==> src/rtl/stopwatch_bcd.sv <==
// MM:SS BCD stopwatch clocked by mclk, counting clk_1hz rising edges,
// with start/pause/clear buttons and a multiplexed active-low 7-seg display.
module stopwatch_bcd #(
   parameter int SCAN_DIV = 1000,
   parameter int SCAN_W   = 10
) (
   input  logic       mclk,
   input  logic       rst,
   input  logic       clk_1hz,
   input  logic       btn_start,
   input  logic       btn_clear,
   output logic [3:0] sec_ones,
   output logic [2:0] sec_tens,
   output logic [3:0] min_ones,
   output logic [2:0] min_tens,
   output logic       running,
   output logic       wrap,
   output logic [3:0] an,
   output logic [6:0] seg
);

   typedef enum logic [1:0] {
      IDLE  = 2'd0,
      RUN   = 2'd1,
      PAUSE = 2'd2
   } state_t;

   state_t state_q, state_d;

   logic hz_q, start_q, clear_q;
   logic tick, start_e, clear_e;

   logic [3:0] so_q, so_d, mo_q, mo_d;
   logic [2:0] st_q, st_d, mt_q, mt_d;
   logic       wrap_q, wrap_d;

   logic [SCAN_W-1:0] scan_q, scan_d;
   logic [1:0]        idx_q, idx_d;
   logic [3:0]        an_q, an_d, dig;
   logic [6:0]        seg_q, seg_d;

   assign tick    = clk_1hz & ~hz_q;
   assign start_e = btn_start & ~start_q;
   assign clear_e = btn_clear & ~clear_q;

   always_comb begin
      state_d = state_q;
      if (clear_e) begin
         state_d = IDLE;
      end else if (start_e) begin
         unique case (state_q)
            IDLE:    state_d = RUN;
            RUN:     state_d = PAUSE;
            PAUSE:   state_d = RUN;
            default: state_d = IDLE;
         endcase
      end
   end

   // Ripple carry through the BCD chain; wrap only on the full 59:59 rollover
   always_comb begin
      so_d   = so_q;
      st_d   = st_q;
      mo_d   = mo_q;
      mt_d   = mt_q;
      wrap_d = 1'b0;
      if (clear_e) begin
         so_d = '0;
         st_d = '0;
         mo_d = '0;
         mt_d = '0;
      end else if (tick && state_q == RUN) begin
         if (so_q == 4'd9) begin
            so_d = '0;
            if (st_q == 3'd5) begin
               st_d = '0;
               if (mo_q == 4'd9) begin
                  mo_d = '0;
                  if (mt_q == 3'd5) begin
                     mt_d   = '0;
                     wrap_d = 1'b1;
                  end else begin
                     mt_d = mt_q + 3'd1;
                  end
               end else begin
                  mo_d = mo_q + 4'd1;
               end
            end else begin
               st_d = st_q + 3'd1;
            end
         end else begin
            so_d = so_q + 4'd1;
         end
      end
   end

   always_comb begin
      scan_d = scan_q + SCAN_W'(1);
      idx_d  = idx_q;
      if (scan_q == SCAN_W'(SCAN_DIV - 1)) begin
         scan_d = '0;
         idx_d  = idx_q + 2'd1;
      end
   end

   always_comb begin
      dig = 4'hF;
      unique case (idx_q)
         2'd0: dig = so_q;
         2'd1: dig = {1'b0, st_q};
         2'd2: dig = mo_q;
         2'd3: dig = {1'b0, mt_q};
      endcase
      an_d = ~(4'b0001 << idx_q);
      unique case (dig)
         4'd0:    seg_d = 7'b1000000;
         4'd1:    seg_d = 7'b1111001;
         4'd2:    seg_d = 7'b0100100;
         4'd3:    seg_d = 7'b0110000;
         4'd4:    seg_d = 7'b0011001;
         4'd5:    seg_d = 7'b0010010;
         4'd6:    seg_d = 7'b0000010;
         4'd7:    seg_d = 7'b1111000;
         4'd8:    seg_d = 7'b0000000;
         4'd9:    seg_d = 7'b0010000;
         default: seg_d = 7'b1111111;
      endcase
   end

   always_ff @(posedge mclk or negedge rst) begin
      if (!rst) begin
         state_q <= IDLE;
         hz_q    <= 1'b0;
         start_q <= 1'b0;
         clear_q <= 1'b0;
         so_q    <= '0;
         st_q    <= '0;
         mo_q    <= '0;
         mt_q    <= '0;
         wrap_q  <= 1'b0;
         scan_q  <= '0;
         idx_q   <= '0;
         an_q    <= 4'b1110;
         seg_q   <= 7'b1000000;
      end else begin
         state_q <= state_d;
         hz_q    <= clk_1hz;
         start_q <= btn_start;
         clear_q <= btn_clear;
         so_q    <= so_d;
         st_q    <= st_d;
         mo_q    <= mo_d;
         mt_q    <= mt_d;
         wrap_q  <= wrap_d;
         scan_q  <= scan_d;
         idx_q   <= idx_d;
         an_q    <= an_d;
         seg_q   <= seg_d;
      end
   end

   assign sec_ones = so_q;
   assign sec_tens = st_q;
   assign min_ones = mo_q;
   assign min_tens = mt_q;
   assign running  = (state_q == RUN);
   assign wrap     = wrap_q;
   assign an       = an_q;
   assign seg      = seg_q;

endmodule

==> config.mk <==
export PLATFORM = sky130hd
export DESIGN_NAME = stopwatch_bcd
export DESIGN_NICKNAME = d
export VERILOG_FILES = /design/src/rtl/stopwatch_bcd.sv
export SDC_FILE = /design/constraint.sdc
export NUM_CORES = 1
export LEC_CHECK = 0
export CAP_MARGIN = 20
export CORE_MARGIN = 10
export CORE_UTILIZATION = 25
export DETAILED_ROUTE_END_ITERATION = 8
export GPL_ROUTABILITY_DRIVEN = 0
export REMOVE_ABC_BUFFERS = 1
export SYNTH_ARGS = -nofsm -noshare
export SYNTH_HDL_FRONTEND = slang
export SYNTH_SLANG_ARGS = --single-unit
==> constraint.sdc <==
create_clock -name mclk -period 2.8 [get_ports mclk]
set_clock_uncertainty 0.05 [all_clocks]
set_input_delay 0.42 -clock mclk [delete_from_list [all_inputs] [get_ports mclk]]
set_output_delay 0.42 -clock mclk [all_outputs]
set_load 0.05 [all_outputs]
; Word-level counts from Yosys, hierarchy flattened
; Memories as Yosys holds them, arrays and structs flattened. A register that Yosys moved wholly into a read port is not among the register bits.
; Index checks and enable logic that the tools add are counted.
[totals]
output_inout_bits = 27
mem_count = 1
romBits = 112
ff_bits = 36
latch_bits = 0
in_bits = 5
wordCells = 79
mem_bits_rw = 0
[op_classes]
bitwise_logic = 7
multipliers = 0
eq_ne = 10
addsub = 6
n_div = 0
n_reduce_logical = 13
n_lt_le_gt_ge = 0
muxes = 29
shifts = 1
[memory_table]
columns = memory, depth, word_bits, rd, rd_ports_with_merged_regs, wr, line_no
row1 = (name not given), 16, 7, 1, 1, 0, 115  ; unique case (dig)
[op_table]
columns = cell, n
row1 = 2-to-1 mux 4 bit, 8
row2 = 2-to-1 mux 3 bit, 10
row3 = one-hot mux 4 bit (4 select lines), 1
row4 = adder 10 x 1 -> 10 bit (second input constant), 1
row5 = == test 10 bit (second input constant), 1
row6 = 2-to-1 mux 10 bit, 1
row7 = nonzero test 2 bit, 5
row8 = adder 4 x 1 -> 4 bit (second input constant), 2
row9 = == test 4 bit (second input constant), 2
row10 = adder 3 x 1 -> 3 bit (second input constant), 2
row11 = == test 2 bit (second input constant), 3
row12 = == test 3 bit (second input constant), 2
row13 = 2-to-1 mux 1 bit, 6
row14 = == test 2 x 1 -> 1 bit (second input constant), 2
row15 = logical NOT 2 bit, 2
row16 = 2-to-1 mux 2 bit, 2
row17 = NOT 4 bit, 1
row18 = one-hot mux 2 bit (2 select lines), 1
row19 = AND reduction 4 bit, 1
row20 = left shift 1 x 2 -> 4 bit (first input constant), 1
row21 = AND 1 bit, 3
row22 = NOT 1 bit, 3
row23 = AND reduction 3 bit, 1
row24 = adder 2 x 1 -> 2 bit (second input constant), 1
row25 = 4 further kinds, 4

; Depth between registers and ports, before layout
[depth]
ltp_word = 7
mapped_depth = 8
ltp_nobuf = 8

; Worst setup path after synthesis
; Ideal clock, no wire load.
[synth_path]
path_kind = reg-to-reg
startpoint = reg so_q[0] (netlist: sec_ones[0])
endpoint = reg mo_q[2] (netlist: min_ones[2])
t_arrival_ps = 2193
setup_time_ps = 78
path_slack_ps = 479
n_path_buf = 1
period_less_slack_ps = 2321
path_stages_with_launch = 7
t_required_ps = 2672
path_cell_list = dfrtp_1 ha_1 nand4b_1 or3_4 buf_6 or4_1 a21oi_1
[synth_via]
elab_chain_len = 3
[synth_lines]
columns = element, line_no
row1 = start: declaration, 33  ; logic [3:0] so_q, so_d, mo_q, mo_d;
row2 = start signal: assignment, 136  ; so_q <= '0;
row3 = start signal: assignment, 150  ; so_q <= so_d;
row4 = == test 4 bit, 73  ; if (so_q == 4'd9) begin
row5 = nonzero test 2 bit (no source line), --
row6 = AND reduction 3 bit (no source line), --
row7 = end signal: assignment, 152  ; mo_q <= mo_d;
row8 = end: declaration, 33
; Every way passes these cells.
; A chain may end at the register's enable or synchronous reset.

; Final worst setup path
[layout_path]
startpoint = reg idx_q[0]
endpoint = reg seg_q[3] (netlist: seg[3])
[layout_via]
elab_chain_len = 2
elab_cells_between_ends = 5
classes_between = eq/ne (3) / mux (1) / reduce/logical (1)
[layout_lines]
columns = element, line_no
row1 = start: declaration, 38  ; logic [1:0] idx_q, idx_d;
row2 = start signal: assignment, 156  ; idx_q <= idx_d;
row3 = "== test 2 bit, or another cell as far along", 108  ; unique case (idx_q)
row4 = one-hot mux 4 bit (4 select lines) (*), 108
row5 = end: declaration, 40  ; logic [6:0] seg_q, seg_d;
; Mark *: on every way between the ends. The rest lies on a longest branch, timed or not.

==> flow_metrics.tcl <==
set metrics [dict create \
    dp_cells 341 \
    track_usage_pct 7.507 \
    final.setup.worst_slack_ps 485.1 \
    fin_util_pct 32.38 \
    synth-edff-count 0 \
    ant_nets 0 \
    dr.pass1.iters 4 \
    ios 32 \
    wl_met3_microns 238 \
    finalNonFillerCells 350 \
    finalCriticalPeriod_ps 2315 \
    hold_class "input port to asynchronous set/reset pin" \
    vias 1603 \
    rsz0062_at_grt "false" \
    drt-met1-wl_mm 2.211 \
    numPortBuffers 31 \
    crit_chain "inv_1 > ha_1 > a222oi_1 > mux2i_1 > or4b_2 > nand3_1" \
    cts.repair.resized 0 \
    dr_wl_met2_mm 2.093 \
    drc 0 \
    synth-seq-cells 43 \
    holdBufCountCts 0 \
    slowest_stage "or4b_2" \
    routed_via_density 4.580 \
    numCtsBuffers 5 \
    wire_per_inst_microns 13.11 \
    synthFlopType "dfrtp_1" \
    chipWidth_microns 112.7 \
    die_h_microns 112.7 \
    grt_overflow 0 \
    start_util_pct 25.87 \
    routed_wirelength_mm 4.589 \
    dp_hpwl_mm 3.352 \
    cp_max_fo 9 \
    num_rows 33 \
    cts_tree "done" \
    grt_pass1_wl_mm 8.017 \
    leakage_nw 1.130 \
    drive_above_1_share_pct 7.755 \
    design_area_sq_um 2688 \
    cap_viol_max_count 0 \
    crit_path_start_kind "register" \
    crit_type "register to register" \
    dieArea_sq_um 12690 \
    cp_slowest_stage_delay_ps 740 \
    peakVddDrop_uv 228.5 \
    total_power_mw 1.317 \
    core_sq_um 8299 \
    clockBufferDepth 2 \
    syn2layout_area_growth_pct 25.17 \
    holdWs_ps 38.95 \
    ys_seq_area_share_pct 50.35 \
    power_density_nw_per_um2 490.2 \
    antenna_cells 0 \
    ys_types 44 \
    dp_slack_ps 516.3 \
    fmax_ghz 0.4320 \
    async_reset_ff_share_pct 100.0 \
    outcome "completed" \
    finalNetCount 262 \
    period_share_pct 82.67 \
    insertion_delay_ps 290 \
    final_hold_viol_count 0 \
    synth_area_sq_um 2147 \
    dr.first_iter.drc_count 63 \
    cp_data_required_time_ps 2970 \
    crit_arrival_ps 2490 \
    tightest_slew_ps 758.8 \
    clkTransAtPathRegs_ps 80 \
    antenna_found_initial 0 \
    place_area_sq_um 2560 \
    h-tree-depth 2 \
    maxSlewViolCount 0 \
    end_kind "register" \
    yosys_warnings 0 \
    synth_cells 211 \
    cts_sinks 43 \
    post_cts_buffers 0 \
    setup_viol 0 \
    highest_layer "met4" \
    avgSynthCellArea_sq_um 10.18 \
    setup_tns_ps 0 \
    grt_pass1_vias 1614 \
    clockRootBuffer "clkbuf_8" \
    slew_headroom_pct 47.97 \
    grt_max_degree 44 \
]
## logic make-up (layout without fill, tap and decap cells)
family,count (synthesis),after routing,share of synthesized area [%]
simple gates,83,83,20.75
flops,43,43,50.35
compound gates,31,31,9.092
buf+inv,23,57,4.428
fa+ha+maj,13,13,7.576
xor+xnor,11,11,4.487
mux,7,7,3.322
## report_power, final
part	internal [mW]	leakage [nW]	switching [mW]
registers	0.647	0.561	0.0160
clock network	0.225	0.0515	0.208
logic	0.0760	0.517	0.145
## final timing paths
| path | to | from | slack [ps] | depth (start not counted) |
|---|---|---|---|---|
| setup reg to reg | seg[3]$_DFF_PN0_ | idx_q[0]$_DFFE_PN0N_ | 490 | 6 |
| hold / removal | start_q$_DFF_PN0_ | rst | 40 | 1 |
| setup / recovery | seg[3]$_DFF_PN0_ | idx_q[0]$_DFFE_PN0N_ | 490 | 6 |
| hold reg to reg | scan_q[0]$_DFF_PN0_ | scan_q[0]$_DFF_PN0_ | 420 | 1 |
| min in group mclk | scan_q[0]$_DFF_PN0_ | scan_q[0]$_DFF_PN0_ | 420 | 1 |
| max in group asynchronous | scan_q[0]$_DFF_PN0_ | rst | 2170 | 2 |
## synth_stat cells, types with 5 or more instances
cell type	count	area, sq um
a21oi_1	13	65.06
clkbuf_1	6	22.52
dfrtp_1	39	975.9
ha_1	13	162.7
inv_1	15	56.30
mux2i_1	6	60.06
nand2_1	17	63.81
nand3_1	6	30.03
nor2_1	22	82.58
nor2b_1	5	31.28
nor3_1	5	25.02
o21ai_0	6	30.03
xnor2_1	7	61.31
## flip-flops by register name (all words and copies together) (netlist names), 3 cells and up
register,cells
seg,7
min_tens,3
an,4
sec_tens,3
sec_ones,4
min_ones,4
scan_q,10
## layout by cell type (no fill, tap or decap), types with 2 or more instances in the layout
cell / instances
nand2b_1: 4
a21oi_1: 13
buf_4: 2
a222oi_1: 3
nand3b_1: 2
dfrtp_1: 39
nand3_1: 6
inv_1: 15
xor2_1: 4
clkdlybuf4s50_1: 30
or3_1: 3
a2bb2oi_1: 2
nor3_1: 5
nor2b_1: 5
ha_1: 13
nor4_1: 3
a31oi_1: 2
o21ai_0: 6
dfstp_2: 4
and2_1: 2
clkbuf_8: 7
mux2i_1: 6
nand4_1: 2
xnor2_1: 7
nand2_1: 17
nor2_1: 22
## routing by layer
metal | up-vias | GRT usage (%)
met5 | - | 0
met4 | 0 | 2.707
met3 | 4 | 2.769
met2 | 29 | 11.48
met1 | 777 | 9.420
li1 | 793 | -
## area by class of cell
| class | instances | area [sq um] |
|---|---|---|
| clock buffer | 8 | 100.1 |
| tap | 105 | 131.4 |
| inverter | 15 | 56.30 |
| timing repair buffer | 34 | 347.8 |
| multi-input combinational | 145 | 970.9 |
| sequential | 43 | 1081 |
| fill | 836 | 5612 |
## worst max-delay path, delay by kind of cell, from the launching register on
| family | cells | cell delay [ps] |
|---|---|---|
| fa+ha+maj | 1 | 270 |
| flops | 1 | 380 |
| compound gates | 1 | 320 |
| simple gates | 2 | 830 |
| mux | 1 | 280 |
| buf+inv | 1 | 100 |
(Power assumes the default switching activity.)
